### config.mk
export PLATFORM = sky130hd
export DESIGN_NAME = noc_dfd_tracer
export DESIGN_NICKNAME = d
export VERILOG_FILES = /design/src/rtl/noc_dfd_tracer.sv
export SDC_FILE = /design/constraint.sdc
export NUM_CORES = 1
export LEC_CHECK = 0
export ABC_AREA = 1
export BUFFER_PORTS_ARGS = -buffer_cell sky130_fd_sc_hd__buf_4
export CORE_AREA = 2 2 290 292
export DETAILED_ROUTE_END_ITERATION = 6
export DIE_AREA = 0 0 292 294
export PLACE_DENSITY = 0.63
export SYNTH_ARGS = -nofsm -noshare
export SYNTH_HDL_FRONTEND = slang
export SYNTH_SLANG_ARGS = --single-unit
### constraint.sdc
create_clock -name clk -period 14.4 [get_ports clk]
set_input_delay 2.88 -clock clk [delete_from_list [all_inputs] [get_ports clk]]
set_output_delay 2.88 -clock clk [all_outputs]
set_load 0.1 [all_outputs]
### src/rtl/noc_dfd_tracer.sv
// Debug trace tap for a NoC: selects one endpoint's flit stream, triggers on a
// masked compare and captures samples into a first-word-fall-through FIFO.
module noc_dfd_tracer #(
    parameter int NE      = 16,
    parameter int Fw      = 38,
    parameter int TRACE_W = 32,
    parameter int DEPTH   = 16,
    parameter int CNTw    = 8
) (
    input  logic                                clk,
    input  logic                                reset,
    input  logic [NE*Fw-1:0]                    flit_in_all,
    input  logic [NE-1:0]                       flit_in_wr_all,
    input  logic [(NE > 1 ? $clog2(NE) : 1)-1:0] cfg_sel,
    input  logic [1:0]                          cfg_mode,
    input  logic [TRACE_W-1:0]                  cfg_match_val,
    input  logic [TRACE_W-1:0]                  cfg_match_mask,
    input  logic [CNTw-1:0]                     cfg_post_cnt,
    input  logic                                arm,
    input  logic                                rd_en,
    output logic                                trigger,
    output logic [TRACE_W-1:0]                  trace,
    output logic                                trace_valid,
    output logic                                full,
    output logic                                overflow,
    output logic [1:0]                          state
);

    localparam int AW = $clog2(DEPTH);

    typedef enum logic [1:0] {
        IDLE    = 2'd0,
        ARMED   = 2'd1,
        CAPTURE = 2'd2,
        DONE    = 2'd3
    } state_e;

    typedef enum logic [1:0] {
        M_OFF   = 2'd0,
        M_CONT  = 2'd1,
        M_START = 2'd2,
        M_STOP  = 2'd3
    } mode_e;

    state_e               cur, nxt;
    mode_e                mode;
    logic [TRACE_W-1:0]   sample;
    logic                 sample_vld;
    logic                 match;
    logic                 wr_req, flush, load_cnt, dec_cnt, trig_next;
    logic [CNTw-1:0]      cnt;
    logic [AW:0]          wr_ptr, rd_ptr;
    logic [TRACE_W-1:0]   mem [DEPTH];
    logic                 empty, full_i, do_rd, do_wr, drop;
    logic                 unused_flit_bits;

    assign mode = mode_e'(cfg_mode);

    // Only the low TRACE_W bits of each flit are traced.
    assign unused_flit_bits = ^flit_in_all;

    always_comb begin
        sample     = '0;
        sample_vld = 1'b0;
        for (int unsigned i = 0; i < NE; i++) begin
            if (i == 32'(cfg_sel)) begin
                sample     = flit_in_all[i*Fw +: TRACE_W];
                sample_vld = flit_in_wr_all[i];
            end
        end
    end

    assign match = sample_vld && (((sample ^ cfg_match_val) & cfg_match_mask) == '0);

    always_ff @(posedge clk) begin
        if (reset) cur <= IDLE;
        else       cur <= nxt;
    end

    always_comb begin
        nxt       = cur;
        wr_req    = 1'b0;
        flush     = 1'b0;
        load_cnt  = 1'b0;
        dec_cnt   = 1'b0;
        trig_next = 1'b0;
        if (mode == M_OFF) begin
            nxt = IDLE;
        end else if (arm) begin
            flush = (cur != IDLE);
            nxt   = (mode == M_CONT) ? CAPTURE : ARMED;
        end else begin
            case (cur)
                ARMED: begin
                    if (match) begin
                        wr_req    = 1'b1;
                        trig_next = 1'b1;
                        load_cnt  = 1'b1;
                        nxt       = CAPTURE;
                    end
                end
                CAPTURE: begin
                    if (sample_vld) begin
                        if (mode == M_STOP) begin
                            // Counter holds the words still owed after the trigger word.
                            if (cnt == '0) begin
                                nxt = DONE;
                            end else begin
                                wr_req  = 1'b1;
                                dec_cnt = 1'b1;
                            end
                        end else begin
                            wr_req = 1'b1;
                        end
                    end
                end
                default: ;
            endcase
        end
    end

    assign empty  = (wr_ptr == rd_ptr);
    assign full_i = (wr_ptr[AW] != rd_ptr[AW]) && (wr_ptr[AW-1:0] == rd_ptr[AW-1:0]);
    assign do_rd  = rd_en && !empty;
    assign do_wr  = wr_req && (!full_i || do_rd);
    assign drop   = wr_req && full_i && !do_rd;

    always_ff @(posedge clk) begin
        if (reset) begin
            wr_ptr   <= '0;
            rd_ptr   <= '0;
            overflow <= 1'b0;
            cnt      <= '0;
            trigger  <= 1'b0;
        end else begin
            trigger <= trig_next;
            if (flush) begin
                wr_ptr   <= '0;
                rd_ptr   <= '0;
                overflow <= 1'b0;
                cnt      <= '0;
            end else begin
                if (do_wr) wr_ptr <= wr_ptr + 1'b1;
                if (do_rd) rd_ptr <= rd_ptr + 1'b1;
                if (drop)  overflow <= 1'b1;
                if (load_cnt)     cnt <= cfg_post_cnt;
                else if (dec_cnt) cnt <= cnt - 1'b1;
            end
        end
    end

    always_ff @(posedge clk) begin
        if (!reset && !flush && do_wr) mem[wr_ptr[AW-1:0]] <= sample;
    end

    assign trace       = empty ? '0 : mem[rd_ptr[AW-1:0]];
    assign trace_valid = !empty;
    assign full        = full_i;
    assign state       = cur;

endmodule

Word-level counts from Yosys, hierarchy flattened
Memory sizes are Yosys's and may differ from the RTL's. A register that Yosys moved wholly into a read port is not among the register bits.
Cells that the tools add are included.
{"block": "totals", "mem_count": 1, "regBits": 22, "out_inout_bits": 38, "ram_bits": 512, "input_bits": 706, "word_cells": 125}
{"name": "mem", "words": 16, "word_bits": 32, "rd": 1, "rd_clocked_by_memory_dff": 1, "wr": 1, "line": "53", "text": "logic [TRACE_W-1:0] mem [DEPTH];"}
{"block": "classes", "n_reduce_logical": 24, "n_eq_ne": 26, "add_sub_neg": 3, "mux": 63, "bitwise_logic": 2}
{"cell": "$mux 32", "n": 17}
{"cell": "$mux 1", "n": 34}
{"cell": "$and 32x32->32", "n": 1}
{"cell": "$eq 4x4->1 const A", "n": 8}
{"cell": "$logic_not 32->1", "n": 1}
{"cell": "$xor 32x32->32", "n": 1}
{"cell": "$eq 3x4->1 const A", "n": 4}
{"cell": "$mux 8", "n": 2}
{"cell": "$mux 2", "n": 6}
{"cell": "$ne 3x3->1 const B", "n": 4}
{"cell": "$add 5x1->5 const B", "n": 2}
{"cell": "$eq 2x4->1 const A", "n": 2}
{"cell": "$logic_and 1x1->1", "n": 8}
{"cell": "$logic_not 8->1", "n": 1}
{"cell": "$mux 4", "n": 2}
{"cell": "$sub 8x1->8 const B", "n": 1}
{"cell": "$eq 5x5->1", "n": 1}
{"cell": "$logic_not 1->1", "n": 5}
{"cell": "$reduce_and 5->1", "n": 1}
{"cell": "$eq 1x4->1 const A", "n": 1}
{"cell": "$eq 2x1->1 const B", "n": 2}
{"cell": "$eq 2x2->1 const B", "n": 2}
{"cell": "$eq 4x4->1", "n": 1}
{"cell": "$logic_not 4->1", "n": 1}
{"cell": "8 further kinds", "n": 10}

Depth between registers and ports, before layout
Gate-level depths: netlist of the first run.
{"block": "depth", "word_depth": 29, "depth_mapped": 29}

Worst setup path before layout of the first run
OpenSTA, ideal clock, no wires.
{"block": "synth_timing", "path_kind": "input port to flip-flop", "start": "input cfg_sel[1] (netlist name)", "end": "memory mem[0][0], enable pin", "cell_stages": 20, "path_slack_ns": 6.576, "t_required_ns": 13.939, "n_path_buf": 3, "t_arrival_ns": 7.363, "setup_time_ns": 0.461, "path_cell_list": "inv_1 > nand2_1 > nor2_1 > buf_2 > buf_1 > nand2_1 > nand4_1 > nor2_1 > nand4_1 > nand2_1 > inv_1 > nand2_1 > nand2_1 > nor2_1 > nor2_2 > nand4_2 > nand2_4 > nand4_4 > buf_6 > nor3_1"}
{"block": "synth_between", "elab_chain_len": 29, "word_cells_on_any_way": 61}
{"item": "from (decl)", "line": "14", "text": "input logic [(NE > 1 ? $clog2(NE) : 1)-1:0] cfg_sel,"}
{"item": "$logic_not 4->1", "line": "66", "text": "if (i == 32'(cfg_sel)) begin"}
{"item": "$mux 32 (15 in a row)", "line": "66"}
{"item": "$mux 32 *", "line": "66"}
{"item": "via sample[7]", "line": "47", "text": "logic [TRACE_W-1:0] sample;"}
{"item": "$xor 32x32->32 *", "line": "73", "text": "assign match = sample_vld && (((sample ^ cfg_match_val) & cfg_match_mask) == '0);"}
{"item": "$and 32x32->32 *", "line": "73"}
{"item": "$logic_not 32->1 *", "line": "73"}
{"item": "$logic_and 1x1->1 *", "line": "73"}
{"item": "$mux 1 *", "line": "95", "text": "if (match) begin"}
{"item": "$pmux 1 s2 *", "line": "93", "text": "case (cur)"}
{"item": "$mux 1 *", "line": "89", "text": "end else if (arm) begin"}
{"item": "$mux 1 *", "line": "87", "text": "if (mode == M_OFF) begin"}
{"item": "$logic_and 1x1->1 *", "line": "125", "text": "assign do_wr = wr_req && (!full_i || do_rd);"}
{"item": "$logic_and 1x1->1 *", "line": "153", "text": "if (!reset && !flush && do_wr) mem[wr_ptr[AW-1:0]] <= sample;"}
{"item": "$mux 1 *", "line": "153"}
{"item": "$mux 1 (implied by the code) *", "line": "153"}
{"item": "to (decl)", "line": "53"}
The timed path passes the listed nets; every way through them passes the cells marked *.

Worst setup path in the final report of the first run
{"block": "layout_timing", "start": "input cfg_sel[2] (netlist name)", "end": "memory mem[3][8], enable pin"}
{"block": "layout_between", "elab_chain_len": 29, "word_cells_on_any_way": 61}
{"item": "$logic_not 4->1", "line": "66"}
{"item": "$mux 32 (16 in a row)", "line": "66"}
{"item": "$xor 32x32->32", "line": "73"}
{"item": "$and 32x32->32", "line": "73"}
{"item": "$logic_not 32->1", "line": "73"}
{"item": "$logic_and 1x1->1", "line": "73"}
{"item": "$mux 1", "line": "95"}
{"item": "$pmux 1 s2 *", "line": "93"}
{"item": "$mux 1 *", "line": "89"}
{"item": "$mux 1 *", "line": "87"}
{"item": "$logic_and 1x1->1 *", "line": "125"}
{"item": "$logic_and 1x1->1 *", "line": "153"}
{"item": "$mux 1 *", "line": "153"}
{"item": "$mux 1 (implied by the code) *", "line": "153"}
Every way passes the cells marked *; elsewhere a longest branch is shown, timed or not.

==> results of run 1 <==
cell usage in the layout, fill, tap and decap left out, types with 15 or more instances in the layout:
cell type / instances
buf_4: 698
nor3_2: 16
o211ai_1: 129
mux2i_1: 128
nor2_1: 139
nand4_1: 85
inv_1: 326
clkbuf_16: 55
clkinv_2: 15
dfxtp_1: 23
a21oi_1: 242
edfxtp_1: 512
o21ai_0: 139
nand3_1: 248
or2_0: 22
or2_2: 73
nand2_1: 530
area by class of cell:
cell class | instances | area, µm² | share of cell area
Timing Repair Buffer | 699 | 5260 | 0.149
Clock inverter | 35 | 348 | 0.00983
Multi-Input combinational cell | 1820 | 9810 | 0.277
Inverter | 335 | 1260 | 0.0356
Clock buffer | 64 | 1410 | 0.0399
Tap cell | 1080 | 1350 | 0.0382
Sequential cell | 538 | 15900 | 0.450
Antenna cell | 13 | 32.5 | 0.000919
registers in the layout, summed over array words and instances (netlist names), named ones only:
name	count
mem	512
cnt	8
rd_ptr	5
wr_ptr	5
state	2
overflow	1
trigger	1
per-stage QoR:
stage / power [mW] / setup WS [ns]
CTS: 3.77 / 6.30
floorplan: 2.06 / 6.58
global placement: 2.39 / 5.73
finish: 3.76 / 6.14
global route: 3.88 / 5.89
detailed placement: 2.39 / 5.70
layer usage:
metal,global-route usage,wire [µm],vias to the layer above
met5,0,149,-
met4,0.116,5560,26
met3,0.0729,13600,183
met2,0.438,55300,1257
met1,0.385,51200,11400
li1,-,-,11100
final timing paths:
path | slack (ns) | from | to | cells after the start
setup / recovery | 6.14 | cfg_sel[2] | mem[3][8] | 25
hold / removal | 0.46 | overflow | overflow | 2
setup reg to reg | 11.24 | wr_ptr[3] | mem[3][8] | 10
hold reg to reg | 0.46 | overflow | overflow | 2
critical path: stages:
cell and delay, ns:
buf_4 0.13, nor2_4 0.09, buf_4 0.51, nand2_2 0.62, or2_2 0.49, nand2_1 0.23
nand2_1 0.09, nand2_1 0.07, nand3_1 0.11, nand2_1 0.31, nand4_1 0.32, nor2_1 0.16
nand4_1 0.29, nand2_1 0.18, nand2_1 0.06, nand3_1 0.12, nand2_1 0.07, nor2_1 0.11
nand2_1 0.09, nor2_2 0.12, nand4_2 0.15, nand2_4 0.16, nand4_1 0.26, nor3_2 0.22
buf_4 0.55
power groups by stage:
stage	registers, mW	logic [mW]	clock network (mW)
final	1.77	0.592	1.40
after global routing	1.77	0.628	1.48
after global placement	1.81	0.580	0
after detailed placement	1.81	0.586	0
after floorplan	1.80	0.256	0
after CTS	1.77	0.588	1.41
cells by family after synthesis:
| logic type | synth area share |
|---|---|
| compound gates | 0.105 |
| simple gates | 0.191 |
| buf+inv | 0.0679 |
| xor+xnor | 0.00479 |
| fa+ha+maj | 0.00456 |
| flops | 0.579 |
| mux | 0.0467 |
==> impl_results.md, run 1 <==
* Initial antenna violation count at 37
* CTS root buf: clkbuf_16
* Fillers at 8058
* Via density per instance at 5.22
* Switch share at 0.261
* Internal power at 2.78 mW
* Post-DP Area at 0.0336 mm²
* Final core occ at 0.427
* Slew @ Worst Pin at 1.15 ns
* H-tree Lvls at 2
* Final GP Congestion at 1.00
* Die W at 292 µm
* Placed cells at 4472
* Drt drc at 0
* Startpoint Class: input pin
* VDD IR-drop max at 0.0966 mV
* CTS tree: built
* Final #Nets at 4164
* GR Util All Layers at 0.286
* Largest net degree at the start of global routing at 212
* Top-Level Pins at 744
* Num CTS Buffers at 54
* Critical Path RT at 14.63 ns
* Post-DP HPWL at 95.3 mm
* Sink Count at 538
* Total leakage power at 13.9 nW
* Setup TNS at 0 ns
* Via count at 23900
* CP endpoint kind: flip-flop
* Post_cts resized at 0
* GR Overflow Total at 0
* Vias in the first global route at 22500
* Crit-path max FO at 51
* Clock skew at 0.0248 ns
* Top FF cell, synth: edfxtp_1
* Fin. max-slew vios at 0
* Most common library cells after synthesis: nand2_1 (530), edfxtp_1 (512), inv_1 (328)
* Layout Cells excl Fill at 4584
* Seq/Total Area, Yosys at 0.579
* Core Rows at 106
* Tcrit/Tclk final at 0.574
* Part of the power in the clock network at 0.372
* DRT antenna net count at 0
* Worst hold margin at 0.464 ns
* Mean Syn Cell Area at 9.64 µm²
* Seq pwr share at 0.471
* Max Clock Freq at 121 MHz
* Post-CTS setup buffer count at 0
* Most frequent cell after synthesis: nand2_1
* Core Area at 0.0829 mm²
* Worst-case clock buffer depth at 3
* Arr. time, crit path at 8.49 ns
* Post-synth cell types at 39
* Min Clock Period, post-route at 8.26 ns
* Setup CP Type: in2reg
* Post-route cell area at 0.0354 mm²
* # hold bufs at CTS at 0
* Clock-pin slew on the worst setup and hold paths at 0.06 ns
* Skew-Pair Late Insertion Delay at 0.61 ns
* Max Cap Violations at 0
* Rel. slew slack at 0.232
* Die ar. at 0.0858 mm²
* Initial DRT Pass Iterations at 5
* Final setup fails at 0
* Share of flip-flops with an asynchronous set or reset at 0
* Area Growth Syn to Fin at 29.0%
* Synth warn at 0
* RSZ-0062 raised after global routing: false
* Power per cell area at 106 mW/mm²
* Combinational power share at 0.157
* Top post-synthesis cells by area: edfxtp_1 (56%), nand2_1 (7.3%), mux2i_1 (4.7%)
* Port Buf Inserts at 647
* DR iter-0 viols at 2760
* Seq cells post-synth at 538
* Post-synth top area share at 0.560
* Global-route wire length before repair at 170 mm
* Cell area after synthesis at 0.0274 mm²
* Synth area leader: edfxtp_1
* Worst Hold Class: reg2reg
* Drt total wl at 126 mm
* Syn Inst Count at 2846
* Die height at 294 µm
* Starting density of the core at 0.331
* Fin. Hold Viols at 0
* NetSw at 0.982 mW
* Post-synth EDFFs at 512
* Status: completed
* Syn nets at 3562
* Post-DR wirelength/cell at 27.4 µm
* Share of cells above drive strength 1 at 0.259
Power figures use the tool's default switching activity.
==> run 2, diff against run 1 <==
PLACE_DENSITY = 0.65   (was 0.63)
clock period = 6.7 ns   (was 14.4 ns; I/O delays follow)
==> impl_results.md, run 2 (same netlist as run 1, synthesis figures left out) <==
* Status: completed
* Tcrit/Tclk final at 0.867
* Tot Pwr at 7.92 mW (+110%)
* Clock-pin slew on the worst setup and hold paths at 0.06 ns (about the same)
* Arr. time, crit path at 6.08 ns (-2.41 ns)
* Power per cell area at 222 mW/mm² (+110%)
* Setup CP Type: in2reg
* Post_cts resized at 0 (unchanged)
* Top-Level Pins at 744 (unchanged)
* Critical-path cell list: buf_4, inv_1, nor2_4, nand2_2, or2_0, nand2_1, nand4_1, nand2_1, nand4_1, nor3_1, nand4_1, nand2_1, nand2_1, nand3_1, nand2_1, nor2_1, nand2_1, inv_1, nand4_2, nand2_4, nand4_4, nor3_2, buf_12
* VDD IR-drop max at 0.162 mV (+67%)
* Num CTS Buffers at 52 (-3.7%)
* Final GP Congestion at 1.03 (+3.0%)
* CP endpoint kind: flip-flop
* GR Overflow Total at 0 (unchanged)
* Fillers at 8085 (+0.34%)
* Leading cell type in the layout, fill and taps excluded: buf_4
* Post-CTS setup buffer count at 0 (unchanged)
* Max Cap Violations at 0 (unchanged)
* GR Util All Layers at 0.288 (+0.00194)
* Post-DP HPWL at 97.8 mm (+2.6%)
* Top delay family on crit path: simple AND/OR/NAND/NOR gates
* Area Growth Syn to Fin at 29.9%
* Critical Path RT at 6.97 ns (-7.66 ns)
* GR Util met3 at 0.0778 (+0.00491)
* Die height at 294 µm (unchanged)
* Initial DRT Pass Iterations at 5 (unchanged)
* Drt total wl at 127 mm (+0.70%)
* Met1 Track Usage GR at 0.386 (+0.000860)
* Die ar. at 0.0858 mm² (unchanged)
* Vias in the first global route at 22300 (-0.92%)
* Sink Count at 538 (unchanged)
* M2 GR Usage at 0.455 (+0.0168)
* Fin. Hold Viols at 0 (unchanged)
* H-tree Lvls at 2 (unchanged)
* Setup TNS at 0 ns (unchanged)
* Starting density of the core at 0.331 (unchanged)
* Worst hold margin at 0.463 ns (-0.000662 ns)
* Clock skew at 0.0206 ns (-0.00416 ns)
* Initial antenna violation count at 36 (-2.7%)
* Via count at 23800 (-0.57%)
* Min Clock Period, post-route at 5.81 ns
* Most frequent cells in the layout: buf_4 (706), nand2_1 (530), edfxtp_1 (512)
* Drt drc at 0 (unchanged)
* CTS tree: built
* Core Area at 0.0829 mm² (unchanged)
* Final setup fails at 0 (unchanged)
* Die W at 292 µm (unchanged)
* Worst-case clock buffer depth at 3 (unchanged)
* Max FFs per register at 512 (unchanged)
* CTS root buf: clkbuf_16
* Skew-Pair Late Insertion Delay at 0.59 ns (-0.02 ns)
* Worst Hold Class: reg2reg
* Rel. slew slack at 0.262 (+0.0301)
* # hold bufs at CTS at 0 (unchanged)
* Final #Nets at 4186 (+0.53%)
* Via density per instance at 5.17 (-0.98%)
* Post-DR wirelength/cell at 27.5 µm (+0.28%)
* DRT antenna net count at 0 (unchanged)
* Max Clock Freq at 172 MHz
* Crit-path max FO at 25 (-51%)
* Share of cells above drive strength 1 at 0.263 (+0.00451)
* Slowest cell on the critical path: or2_0
* Global-route wire length before repair at 171 mm (+0.67%)
* Fin. max-slew vios at 0 (unchanged)
* RSZ-0062 raised after global routing: false
* Layer with the highest usage: met2
* Slew @ Worst Pin at 1.10 ns (-0.0493 ns)
* Port Buf Inserts at 647 (unchanged)
* Largest net degree at the start of global routing at 145 (-32%)
* Total leakage power at 14.0 nW (+0.81%)
* Core Rows at 106 (unchanged)
* Startpoint Class: input pin
* DR iter-0 viols at 2688 (-2.6%)
* Crit-path max cell delay at 0.43 ns (-0.19 ns)
* CP Buf/Inv Count at 4 (+1)
* Most Frequent Cell on Critical Path: nand2_1
[run 2: cell types whose count changed in the layout (fill, tap and decap cells not counted), sizes merged]
| cell | previous run | this run |
|---|---|---|
| clkbuf | 64 | 68 |
| bufinv | 7 | 4 |
| diode | 13 | 12 |
| clkinv | 28 | 23 |
| buf | 699 | 723 |
[run 2: per-layer routing]
metal | up-vias | wire length (µm)
li1 | 11100 | -
met1 | 11300 | 52100
met2 | 1170 | 58000
met3 | 134 | 13000
met4 | 20 | 3440
met5 | - | 145
[run 2: final timing paths]
check | from | endpoint | slack, ns | depth (start not counted)
worst max-delay path | cfg_sel[1] | mem[6][23] | 0.89 | 23
worst min-delay path | overflow | overflow | 0.46 | 2
worst min register to register | overflow | overflow | 0.46 | 2
worst max register to register | wr_ptr[3] | mem[6][23] | 3.73 | 10
[run 2: layout make-up]
type                            instances  area, µm²  share of cell area
Antenna cell                           12       30.0            0.000843
Clock buffer                           68       1410              0.0396
Clock inverter                         27        234             0.00656
Inverter                              335       1260              0.0354
Multi-Input combinational cell       1820       9810               0.275
Sequential cell                       538      15900               0.446
Tap cell                             1080       1350              0.0379
Timing Repair Buffer                  723       5640               0.158
[run 2: per-stage QoR]
stage	instance area [µm²]	util	setup WS, ns	std cells
global route	35600	0.430	0.829	4600
global placement	34000	0.410	0.507	4496
CTS	35600	0.430	1.09	4591
floorplan	27400	-	0.416	2846
finish	35600	0.430	0.891	4603
detailed placement	34000	0.410	0.484	4496
[run 2: worst min-delay path, delay by kind of cell, from the launching register on]
family / cells / cell delay (ns)
DFF: 1 / 0.31
AOI/OAI and AO/OA: 1 / 0.05
buffers and inverters: 1 / 0.05
[run 2: power breakdown]
part           switching, mW  leakage (nW)  total, mW  internal (mW)
clock                   1.20         0.806       2.83           1.63
sequential           0.00625          4.81       3.81           3.80
combinational          0.860          8.40       1.29          0.426
